[config.mk]
export PLATFORM = sky130hd
export DESIGN_NAME = move_cmd_gen
export DESIGN_NICKNAME = d
export VERILOG_FILES = /design/src/rtl/move_cmd_gen_pkg.sv /design/src/rtl/move_cmd_gen_repeat_timer.sv /design/src/rtl/move_cmd_gen.sv
export SDC_FILE = /design/constraint.sdc
export NUM_CORES = 1
export LEC_CHECK = 0
export ABC_CLOCK_PERIOD_IN_PS = 3600
export CAP_MARGIN = 10
export CORE_AREA = 10 10 194 196
export DETAILED_ROUTE_END_ITERATION = 6
export DIE_AREA = 0 0 204 206
export RECOVER_POWER = 50
export SLEW_MARGIN = 20
export SYNTH_ARGS = -nofsm -noshare
export SYNTH_HDL_FRONTEND = slang
export SYNTH_SLANG_ARGS = --single-unit
[constraint.sdc]
create_clock -name clk -period 3.6 [get_ports clk]
set_clock_uncertainty 0.1 [all_clocks]
set_input_delay 1.08 -clock clk [delete_from_list [all_inputs] [get_ports clk]]
set_output_delay 1.08 -clock clk [all_outputs]
set_load 0.02 [all_outputs]
[src/rtl/move_cmd_gen_pkg.sv]
// rtl/move_cmd_gen_pkg.sv - shared game encodings: move directions, PS/2 scan codes, FSM states
package move_cmd_gen_pkg;

    typedef enum logic [2:0] {
        DIR_NONE  = 3'd0,
        DIR_UP    = 3'd1,
        DIR_DOWN  = 3'd2,
        DIR_LEFT  = 3'd3,
        DIR_RIGHT = 3'd4
    } dir_t;

    localparam logic [8:0] SC_UP    = 9'h075;
    localparam logic [8:0] SC_DOWN  = 9'h072;
    localparam logic [8:0] SC_LEFT  = 9'h06B;
    localparam logic [8:0] SC_RIGHT = 9'h074;
    localparam logic [8:0] SC_SKILL = 9'h069;

    typedef enum logic [1:0] {
        ST_IDLE   = 2'd0,
        ST_DELAY  = 2'd1,
        ST_REPEAT = 2'd2
    } move_state_t;

    // Fixed priority: up > down > left > right.
    function automatic dir_t resolve_dir(input logic up, input logic down,
                                         input logic left, input logic right);
        if (up)    return DIR_UP;
        if (down)  return DIR_DOWN;
        if (left)  return DIR_LEFT;
        if (right) return DIR_RIGHT;
        return DIR_NONE;
    endfunction

endpackage

[src/rtl/move_cmd_gen_repeat_timer.sv]
// rtl/move_cmd_gen_repeat_timer.sv - loadable down-counter, saturating at zero
module repeat_timer #(
    parameter int W = 8
) (
    input  logic         clk,
    input  logic         rst,
    input  logic         load,
    input  logic [W-1:0] load_val,
    output logic         zero_next
);

    logic [W-1:0] count;

    // High on the edge where the count steps from 1 to 0, so a load of N expires N edges later.
    assign zero_next = (count == W'(1));

    always_ff @(posedge clk or negedge rst) begin
        if (!rst) begin
            count <= '0;
        end else if (load) begin
            count <= load_val;
        end else if (count != '0) begin
            count <= count - W'(1);
        end
    end

endmodule

[src/rtl/move_cmd_gen.sv]
// rtl/move_cmd_gen.sv - button/keyboard to move-command generator with auto-repeat and skid entry
module move_cmd_gen
    import move_cmd_gen_pkg::*;
#(
    parameter int REPEAT_DELAY  = 30_000_000,
    parameter int REPEAT_PERIOD = 10_000_000
) (
    input  logic         clk,
    input  logic         rst,
    input  logic         btn_up,
    input  logic         btn_down,
    input  logic         btn_left,
    input  logic         btn_right,
    input  logic [511:0] key_down,
    input  logic         cmd_ready,
    output logic         cmd_valid,
    output logic [2:0]   cmd_dir,
    output logic         skill_pulse
);

    localparam int CNT_MAX = (REPEAT_DELAY > REPEAT_PERIOD) ? REPEAT_DELAY : REPEAT_PERIOD;
    localparam int CNT_W   = $clog2(CNT_MAX + 1);
    localparam logic [CNT_W-1:0] DELAY_LD  = CNT_W'(REPEAT_DELAY);
    localparam logic [CNT_W-1:0] PERIOD_LD = CNT_W'(REPEAT_PERIOD);

    logic lvl_up, lvl_down, lvl_left, lvl_right, lvl_skill, skill_prev;
    dir_t act_dir;
    dir_t cur_dir;
    dir_t out_dir;
    dir_t skid_dir;
    logic skid_valid;
    move_state_t state;

    logic issue_press, issue_repeat, timer_load, timer_zero, slot_free;
    logic [CNT_W-1:0] timer_val;

    // Only five scan codes matter; the rest of the key vector is intentionally ignored.
    logic unused_keys;
    assign unused_keys = ^key_down;

    always_ff @(posedge clk or negedge rst) begin
        if (!rst) begin
            lvl_up     <= 1'b0;
            lvl_down   <= 1'b0;
            lvl_left   <= 1'b0;
            lvl_right  <= 1'b0;
            lvl_skill  <= 1'b0;
            skill_prev <= 1'b0;
        end else begin
            lvl_up     <= btn_up    | key_down[SC_UP];
            lvl_down   <= btn_down  | key_down[SC_DOWN];
            lvl_left   <= btn_left  | key_down[SC_LEFT];
            lvl_right  <= btn_right | key_down[SC_RIGHT];
            lvl_skill  <= key_down[SC_SKILL];
            skill_prev <= lvl_skill;
        end
    end

    assign act_dir = resolve_dir(lvl_up, lvl_down, lvl_left, lvl_right);

    always_comb begin
        issue_press  = 1'b0;
        issue_repeat = 1'b0;
        timer_load   = 1'b0;
        timer_val    = DELAY_LD;
        if (act_dir != DIR_NONE) begin
            if (state == ST_IDLE || act_dir != cur_dir) begin
                issue_press = 1'b1;
                timer_load  = 1'b1;
            end else if (timer_zero) begin
                issue_repeat = 1'b1;
                timer_load   = 1'b1;
                timer_val    = PERIOD_LD;
            end
        end
    end

    assign slot_free = !cmd_valid || cmd_ready;

    repeat_timer #(
        .W(CNT_W)
    ) u_timer (
        .clk      (clk),
        .rst      (rst),
        .load     (timer_load),
        .load_val (timer_val),
        .zero_next(timer_zero)
    );

    always_ff @(posedge clk or negedge rst) begin
        if (!rst) begin
            state       <= ST_IDLE;
            cur_dir     <= DIR_NONE;
            cmd_valid   <= 1'b0;
            out_dir     <= DIR_NONE;
            skid_valid  <= 1'b0;
            skid_dir    <= DIR_NONE;
            skill_pulse <= 1'b0;
        end else begin
            if (act_dir == DIR_NONE) begin
                state <= ST_IDLE;
            end else if (issue_press) begin
                state   <= ST_DELAY;
                cur_dir <= act_dir;
            end else if (issue_repeat) begin
                state <= ST_REPEAT;
            end

            // Presses queue behind a pending command in one skid slot; repeats never queue.
            if (slot_free) begin
                if (skid_valid) begin
                    cmd_valid  <= 1'b1;
                    out_dir    <= skid_dir;
                    skid_valid <= issue_press;
                    skid_dir   <= act_dir;
                end else if (issue_press || issue_repeat) begin
                    cmd_valid <= 1'b1;
                    out_dir   <= act_dir;
                end else begin
                    cmd_valid <= 1'b0;
                    out_dir   <= DIR_NONE;
                end
            end else if (issue_press) begin
                skid_valid <= 1'b1;
                skid_dir   <= act_dir;
            end

            skill_pulse <= lvl_skill & ~skill_prev;
        end
    end

    assign cmd_dir = out_dir;

endmodule
# After elaboration in Yosys (flattened, before gate mapping)
# Cells that the tools add are included.
# W data, S select, Z words.
# op_classes
add_sub_neg,1
n_eq_ne,3
n_mux,43
bitwise,7
reduce_logical,13
# ops
op,count
$mux W25,5
$mux W3,13
$eq A25 B1 Y1 const B,1
$reduce_bool A25 Y1,1
$sub A25 B1 Y25 const B,1
$mux W1,22
$mux W2,3
$reduce_bool A3 Y1,2
$or A1 B1 Y1,4
$reduce_and A2 Y1,2
$reduce_bool A2 Y1,2
$logic_not A3 Y1,1
$logic_or A1 B1 Y1,3
$ne A3 B3 Y1,1
$logic_not A2 Y1,1
$ne A2 B2 Y1 const B,1
$not A1 Y1,2
$and A1 B1 Y1,1
$logic_not A1 Y1,1
# totals
reg_bits,45
word_cells,81

# Longest topological paths before layout
# Gate-level depths: netlist of the first run.
# logic_depth
depth_word,18
mapped_depth,9
mapped_depth_nobuf,8

# Cells and area by module
# Synthesis of the first run repeated with hierarchy kept, for this count alone.
# unflattened
cells_unflattened,246
area_unflattened_um2,2411.1
# by_module_without_submodules
mod,instances,cells_each,area_per_inst_um2,seq_area_each_um2
repeat_timer,1,162,1515.2,625.6
move_cmd_gen,1,84,895.9,500.5

# Least setup slack after synthesis of the first run
# Ideal clock, no wire load.
# synth_path
kind,reg2reg
start,reg u_timer.count[10]
end,reg u_timer.count[11]
arrival_time_ns,2.520
slack_ns,0.861
path_stages_with_launch,9
n_path_buf,2
synth_period_minus_slack_ns,2.739
path_cell_list,dfrtp_1 or4_4 or4_1 buf_2 or4_4 buf_6 nand4_1 xor2_1 nor2_1
# synth_between
elab_chain_cells,5
word_cells_on_any_way,9
# synth_lines
element,line_no,text
start: declaration,move_cmd_gen_repeat_timer.sv:12,logic [W-1:0] count;
start signal: assignment,move_cmd_gen_repeat_timer.sv:21,count <= load_val;
start signal: assignment,move_cmd_gen_repeat_timer.sv:23,count <= count - W'(1);
branches (longest 5 deep; another with $sub A25 B1 Y25),-,
# Several ways; the timed one is not identified. The select of a mux whose other input is x is not followed.
# A chain may end at the register's enable or synchronous reset.

# Final worst setup path of the first run
# layout_path
start,reg u_timer.count[5]
end,reg u_timer.count[11]
# The elaborated chain is that of the path after synthesis.

==> metrics.md, run 1 <==
| Metric | Value |
|---|---|
| Outcome | `complete, no violations` |
| CTS Buffer Depth | `2` |
| Met1 wire length | `2.093 mm` |
| Vias in the first global route | `approximately 1.6k` |
| CP Max Fanout | `10` |
| Nets | `750` |
| Synthesized instance count | `208` |
| # hold bufs at CTS | `0` |
| Vias/cell | `2.338` |
| CTS tree | `yes` |
| Leak | `around 1.0 nW` |
| TritonCTS Buffers | `5` |
| Placed cells | `roughly 680` |
| Total congestion overflow | `0` |
| PortBufs | `16` |
| CTS Sinks | `between 40 and 50` |
| Req. time, crit path | `between 3000 and 4000 ps` |
| Drt pass-1 iters | `4` |
| Mapped Nets | `730` |
| Cts repair resizes | `0` |
| Filler cells | `between 3k and 4k` |
| Place WS | `667.8 ps` |
| Area Overhead vs Synth | `38.95%` |
| Tightest Hold Check Type | `flop to flop` |
| Cell variety after synth | `42` |
| Initial Utilization | `0.06454` |
| Synthesized flop and latch total | `45` |
| Setup slack after layout | `645.8 ps` |
| DRT Wirelength | `4.670 mm` |
| Die W | `204 um` |
| DP Wirelength | `around 3.3 mm` |
| Boundary Pins | `about 520` |
| Final ANT Viol Nets | `0` |
| Initial antenna violation count | `0` |
| Clock slew at reported path FFs | `60 ps` |
| Finished Layout Cells | `roughly 680` |
| RSZ-0062 raised after global routing | `no` |
| Slowest stage cell, crit path | `or4_4` |
| Endpoint class of the critical path | `flop` |
| Top cell type by total area after synthesis | `dfrtp_1` |
| CP Launch Type | `flop` |
| Post-synthesis sequential area ratio | `0.5140` |
| Global Route Usage Sum | `0.02321` |
| RD Place Congestion | `between 0.7 and 0.8` |
| First-iteration detailed-routing DRC count | `93` |
| Final setup violation count | `0` |
| Critical path cell sequence | `or4_1, or4_1, or4_4, nand4_1, xor2_1, nor2_1` |
| Top-area cell type share of the netlist area | `0.5140` |
| MaxCap Viol Count | `0` |
| Uppermost layer routed | `met4` |
| Wire per inst | `around 7 um` |
| Fmax achieved | `roughly 340 MHz` |
| Worst slew pin tran | `roughly 1100 ps` |
| Setup Fix Bufs, Post-CTS | `0` |
| Final period util | `0.8206` |
| Die height | `206 um` |
| Syn. warnings | `0` |
| Root buf cell | `clkbuf_16` |
| Top post-synthesis cells by area | `dfrtp_1, xnor2_1, nor2_1` |
| Fin crit period | `2954 ps` |
| Crit path top cell by count | `or4_1` |
| Power per cell area | `between 400 and 500 nW/um^2` |
| Die area | `42020 sq um` |
| Synthesized area | `approximately 2200 sq um` |
| Post-synth top flop | `dfrtp_1` |
| CP arrival | `3030 ps` |
| Met3 routed WL | `between 200 and 300 um` |
| Worst skew pair latency | `280 ps` |
| Core ar. | `around 34000 sq um` |
| Slew headroom | `0.2642` |
| First-pass GRT wire length | `between 8 and 9 mm` |
| Most common cell after layout, fill and taps aside | `dfrtp_1` |
| Class of the most critical setup path | `flop to flop` |
| Crit path max-delay family | `simple AND/OR/NAND/NOR gates` |
| Layout cells sized above 1 | `0.1228` |
| Largest net degree at the start of global routing | `46` |
| Residual DRC | `0` |
| WP buf/inv | `0` |
| Final TNS setup | `0 ps` |
| Hold WS | `~270 ps` |
| Met2 wirelength from detailed routing | `between 2 and 2.5 mm` |
| Syn Area/Cell | `~11 sq um` |
| DR vias | `approximately 1.6k` |
| Most frequent cells in the layout | `dfrtp_1, nor2_1, clkdlybuf4s50_1` |
| Row count | `68` |
| FFs w/ async S/R, synth | `1.000` |
| Max Slew Vio Count | `0` |
| Antenna cells | `0` |
| Final hold viol count | `0` |
| Htree depth | `2` |
| CP max stage delay | `approximately 670 ps` |
| Post-synth EDFFs | `0` |
| Peak supply drop | `227.6 uV` |
[per-stage QoR]
| step | utilization | instance area (sq um) | power (W) |
|---|---|---|---|
| global placement | 0.08547 | 2902 | 0.0009959 |
| global route | 0.08967 | 3044 | 0.001535 |
| CTS | 0.08967 | 3044 | 0.001463 |
| finish | 0.08967 | 3044 | 0.001443 |
| floorplan | - | 2191 | 0.0008766 |
| detailed placement | 0.08547 | 2902 | 0.001003 |
[registers in the layout, indices dropped and copies added, names as in the netlist, 2 cells and up]
register       flops
cmd_dir            3
u_timer.count     25
skid_dir           3
cur_dir            3
state              2
[final timing paths]
kind	from	slack [ps]	depth (start not counted)	to
setup reg to reg	u_timer.count[5]$_DFFE_PN0P_	650	6	u_timer.count[11]$_DFFE_PN0P_
max in group asynchronous	rst	1820	1	u_timer.count[5]$_DFFE_PN0P_
min in group asynchronous	rst	900	1	cmd_dir[1]$_DFFE_PN0P_
setup / recovery	u_timer.count[5]$_DFFE_PN0P_	650	6	u_timer.count[11]$_DFFE_PN0P_
hold reg to reg	lvl_skill$_DFF_PN0_	270	0	skill_prev$_DFF_PN0_
hold / removal	lvl_skill$_DFF_PN0_	270	0	skill_prev$_DFF_PN0_
[final cells by class]
| type | count | area (sq um) | area share |
|---|---|---|---|
| repair buffers | 19 | 177.7 | 0.05836 |
| inverters | 4 | 15.01 | 0.004932 |
| well taps | 455 | 569.3 | 0.1870 |
| multi-input cells | 153 | 1013 | 0.3329 |
| clock buffers | 7 | 142.6 | 0.04686 |
| flip-flops and latches | 45 | 1126 | 0.3699 |
[routing by layer]
metal | track usage | vias up
met5 | 0 | -
met4 | 0.005290 | 0
met1 | 0.02822 | 782
li1 | - | 775
met2 | 0.03691 | 33
met3 | 0.01034 | 7
[synthesized netlist by cell type (2+ instances only)]
| cell | n |
|---|---|
| mux2_2 | 4 |
| inv_1 | 4 |
| buf_2 | 2 |
| o41ai_1 | 2 |
| o21bai_1 | 2 |
| or3b_1 | 2 |
| xor2_1 | 9 |
| o21ai_0 | 8 |
| or4_4 | 2 |
| a221o_1 | 3 |
| nor4_1 | 7 |
| nand2b_1 | 5 |
| or2_2 | 7 |
| nand2_1 | 12 |
| a21oi_1 | 9 |
| nand3_1 | 2 |
| nor2b_1 | 3 |
| ha_1 | 3 |
| or4_1 | 8 |
| dfrtp_1 | 45 |
| nor2_1 | 22 |
| and3_1 | 4 |
| nor3_1 | 11 |
| xnor2_1 | 13 |
| clkbuf_1 | 2 |
[cell families after synthesis]
group	Yosys count	share of synthesized area
simple gates	92	0.2382
flops	45	0.5140
compound gates	31	0.09424
xor+xnor	22	0.08795
buf+inv	10	0.02342
mux	4	0.02056
fa+ha+maj	4	0.02170
[power by group]
group | internal, W | switching [W] | total, W
Sequential | 0.000567 | 0.0000661 | 0.000633
Clock | 0.000272 | 0.000178 | 0.000451
Combinational | 0.000165 | 0.000194 | 0.000359
Total | 0.00100 | 0.000439 | 0.00144
[worst register-to-register path, cell delays in order, from the launching register on]
cell     delay [ps]
dfrtp_1         420
or4_1           660
or4_1           640
or4_4           670
nand4_1         150
xor2_1          150
nor2_1           50
No activity file was read; power rests on OpenSTA's default activity.
==> run 2: changes to the inputs <==
--- a/config.mk
+++ b/config.mk
@@ -5,7 +5,7 @@
 export SDC_FILE = /design/constraint.sdc
 export NUM_CORES = 1
 export LEC_CHECK = 0
-export ABC_CLOCK_PERIOD_IN_PS = 3600
+export ABC_CLOCK_PERIOD_IN_PS = 2700
 export CAP_MARGIN = 10
 export CORE_AREA = 10 10 194 196
 export DETAILED_ROUTE_END_ITERATION = 6
==> constraint.sdc (replaced) <==
create_clock -name clk -period 2.7 [get_ports clk]
set_clock_uncertainty 0.1 [all_clocks]
set_input_delay 0.81 -clock clk [delete_from_list [all_inputs] [get_ports clk]]
set_output_delay 0.81 -clock clk [all_outputs]
set_load 0.02 [all_outputs]
==> metrics.md, run 2 (synthesis results as in run 1) <==
| Metric | Value |
|---|---|
| Die W | `204 um (unchanged)` |
| Setup slack after layout | `75.97 ps (-569.8 ps)` |
| Largest net degree at the start of global routing | `46 (unchanged)` |
| Sw Pwr | `0.0006396 W (+46%)` |
| Fmax achieved | `381.1 MHz (+13%)` |
| Peak supply drop | `427.5 uV (+88%)` |
| Largest register FFs | `25 (unchanged)` |
| Wire per inst | `6.966 um (+1.9%)` |
| Final hold viol count | `0 (unchanged)` |
| CP arrival | `2760 ps (-270 ps)` |
| Launch point of the worst path | `u_timer.count[11]$_DFFE_PN0P_` |
| Sw Ratio | `0.3065 (+0.002371)` |
| Area Overhead vs Synth | `47.06%` |
| Layout cells sized above 1 | `0.2056 (+0.08284)` |
| Worst skew pair latency | `290 ps (about the same)` |
| Antenna cells | `0 (unchanged)` |
| CTS tree | `yes` |
| DR vias | `1611 (+0.88%)` |
| Worst r2r src | `u_timer.count[11]$_DFFE_PN0P_` |
| Final ANT Viol Nets | `0 (unchanged)` |
| Filler cells | `3916 (-0.31%)` |
| Reg2Reg Depth | `6 (unchanged)` |
| CTS Sinks | `45 (unchanged)` |
| Die area | `42020 sq um (unchanged)` |
| Req. time, crit path | `2830 ps (-840 ps)` |
| Clock network fraction of total power | `0.346 (+0.034)` |
| First-iteration detailed-routing DRC count | `68 (-27%)` |
| Nets | `769 (+2.5%)` |
| MaxCap Viol Count | `0 (unchanged)` |
| Initial Utilization | `0.06454 (unchanged)` |
| DP Wirelength | `3.585 mm (+7.5%)` |
| Worst setup endpoint | `cmd_dir[1]$_DFFE_PN0P_` |
| CTS Buffer Depth | `2 (unchanged)` |
| Worst slew pin tran | `1123 ps (+19.15 ps)` |
| Class of the most critical setup path | `flop to flop` |
| # hold bufs at CTS | `0 (unchanged)` |
| Residual DRC | `0 (unchanged)` |
| Root buf cell | `clkbuf_16` |
| Endpoint class of the critical path | `flop` |
| Core ar. | `33950 sq um (unchanged)` |
| Most common cell after layout, fill and taps aside | `dfrtp_1` |
| Htree depth | `2 (unchanged)` |
| PortBufs | `16 (unchanged)` |
| Row count | `68 (unchanged)` |
| Outcome | `complete, no violations` |
| Worst R2R Setup Slack | `80 ps (-570 ps)` |
| Max Slew Vio Count | `0 (unchanged)` |
| Final setup violation count | `0 (unchanged)` |
| CP Launch Type | `flop` |
| R2r endpoint | `cmd_dir[1]$_DFFE_PN0P_` |
| Slew headroom | `0.2514 (-0.01277)` |
| Combinational Power Share | `0.258 (+0.009)` |
| Fin crit period | `2624 ps (-330.2 ps)` |
| First-pass GRT wire length | `8.342 mm (+4.1%)` |
| Tightest Hold Check Type | `flop to flop` |
| CP Max Fanout | `4 (-6)` |
| Register share of total power | `0.396 (-0.043)` |
| Place WS | `7.739 ps (-660.1 ps)` |
| Largest register by flop count | `u_timer.count` |
| Die height | `206 um (unchanged)` |
| Most frequent cells in the layout | `dfrtp_1, nor2_1, buf_4` |
| RD Place Congestion | `0.7301 (+2.1%)` |
| Global Route Usage Sum | `0.02382 (+0.0006040)` |
| Final TNS setup | `0 ps (unchanged)` |
| Initial antenna violation count | `0 (unchanged)` |
| DRT Wirelength | `4.897 mm (+4.9%)` |
| Power per cell area | `647.7 nW/um^2 (+37%)` |
| Vias/cell | `2.292 (-2.0%)` |
| Total congestion overflow | `0 (unchanged)` |
| TritonCTS Buffers | `5 (unchanged)` |
| Int Pwr | `0.001447 W (+44%)` |
| Vias in the first global route | `1720 (+5.1%)` |
| Leak | `1.128 nW (+11%)` |
| Clock slew at reported path FFs | `70 ps (about the same)` |
| RSZ-0062 raised after global routing | `no` |
| Drt pass-1 iters | `4 (unchanged)` |
| Boundary Pins | `524 (unchanged)` |
| Final period util | `0.9719 (+0.1512)` |
-- run 2: worst min path at each step --
stage,to,from,cells after the start,slack (ps)
2_1_floorplan,skill_prev$_DFF_PN0_,lvl_skill$_DFF_PN0_,0,250
5_1_grt,skill_prev$_DFF_PN0_,lvl_skill$_DFF_PN0_,0,300
3_5_place_dp,skill_prev$_DFF_PN0_,lvl_skill$_DFF_PN0_,0,270
4_1_cts,skill_prev$_DFF_PN0_,lvl_skill$_DFF_PN0_,0,280
3_3_place_gp,skill_prev$_DFF_PN0_,lvl_skill$_DFF_PN0_,0,250
6_report,skill_prev$_DFF_PN0_,lvl_skill$_DFF_PN0_,0,270
-- run 2: routing by layer --
| layer | routed length, um | vias to the layer above | GRT usage |
|---|---|---|---|
| li1 | - | 815 | - |
| met1 | 2360 | 764 | 0.02890 |
| met2 | 2311 | 25 | 0.03903 |
| met3 | 161 | 7 | 0.007210 |
| met4 | 62 | 0 | 0.008728 |
| met5 | 0 | - | 0 |
-- run 2: cell type report --
cell class,count,area [sq um],area share
Sequential cell,45,1126,0.3495
Multi-Input combinational cell,153,1021,0.3169
Tap cell,455,569.3,0.1767
Timing Repair Buffer,38,317.8,0.09864
Clock buffer,5,125.1,0.03883
Clock inverter,3,47.55,0.01476
Inverter,4,15.01,0.004660
-- run 2: through the flow --
step | power (W) | hold slack, ps | cells | instance area, sq um | util
after global placement | 0.001368 | 254.2 | 693 | 3045 | 0.08971
after detailed placement | 0.001379 | 269.3 | 693 | 3045 | 0.08971
after global routing | 0.002209 | 299.7 | 703 | 3222 | 0.09491
final | 0.002087 | 271.1 | 703 | 3222 | 0.09491
after CTS | 0.002114 | 279.0 | 701 | 3218 | 0.09480
after floorplan | 0.001169 | 246.5 | 208 | 2201 | -
-- run 2: power by group through the flow --
stage	clock (W)	combinational, W	sequential [W]
after floorplan	0	0.000318	0.000851
after global placement	0	0.000535	0.000834
after detailed placement	0	0.000543	0.000836
after CTS	0.000739	0.000550	0.000824
after global routing	0.000764	0.000607	0.000838
final	0.000722	0.000539	0.000826
-- run 2: worst max-delay path, stage by stage (launching register included) --
cell	delay [ps]
dfrtp_1	380
or4_4	540
or4_4	580
nor3_2	260
nand2_1	160
a211oi_2	350
a221o_1	210
-- run 2: what timing repair did --
| item | 4_1_cts | 5_1_grt |
|---|---|---|
| pin swaps | 1 | 2 |
| gates cloned | 0 | 0 |
| endpoints found under the setup margin | 1 | 3 |
| buffers inserted | 0 | 2 |
| resized for setup | 0 | 1 |
| endpoints found under the hold margin | 0 | 0 |
==> run 3: changes to the inputs <==
--- a/config.mk
+++ b/config.mk
@@ -10,6 +10,7 @@
 export CORE_AREA = 10 10 194 196
 export DETAILED_ROUTE_END_ITERATION = 6
 export DIE_AREA = 0 0 204 206
+export HOLD_SLACK_MARGIN = 0.15
 export RECOVER_POWER = 50
 export SLEW_MARGIN = 20
 export SYNTH_ARGS = -nofsm -noshare
==> results of run 3 <==
Same layout as run 2: the final DEF is identical, and so are final timing and power.
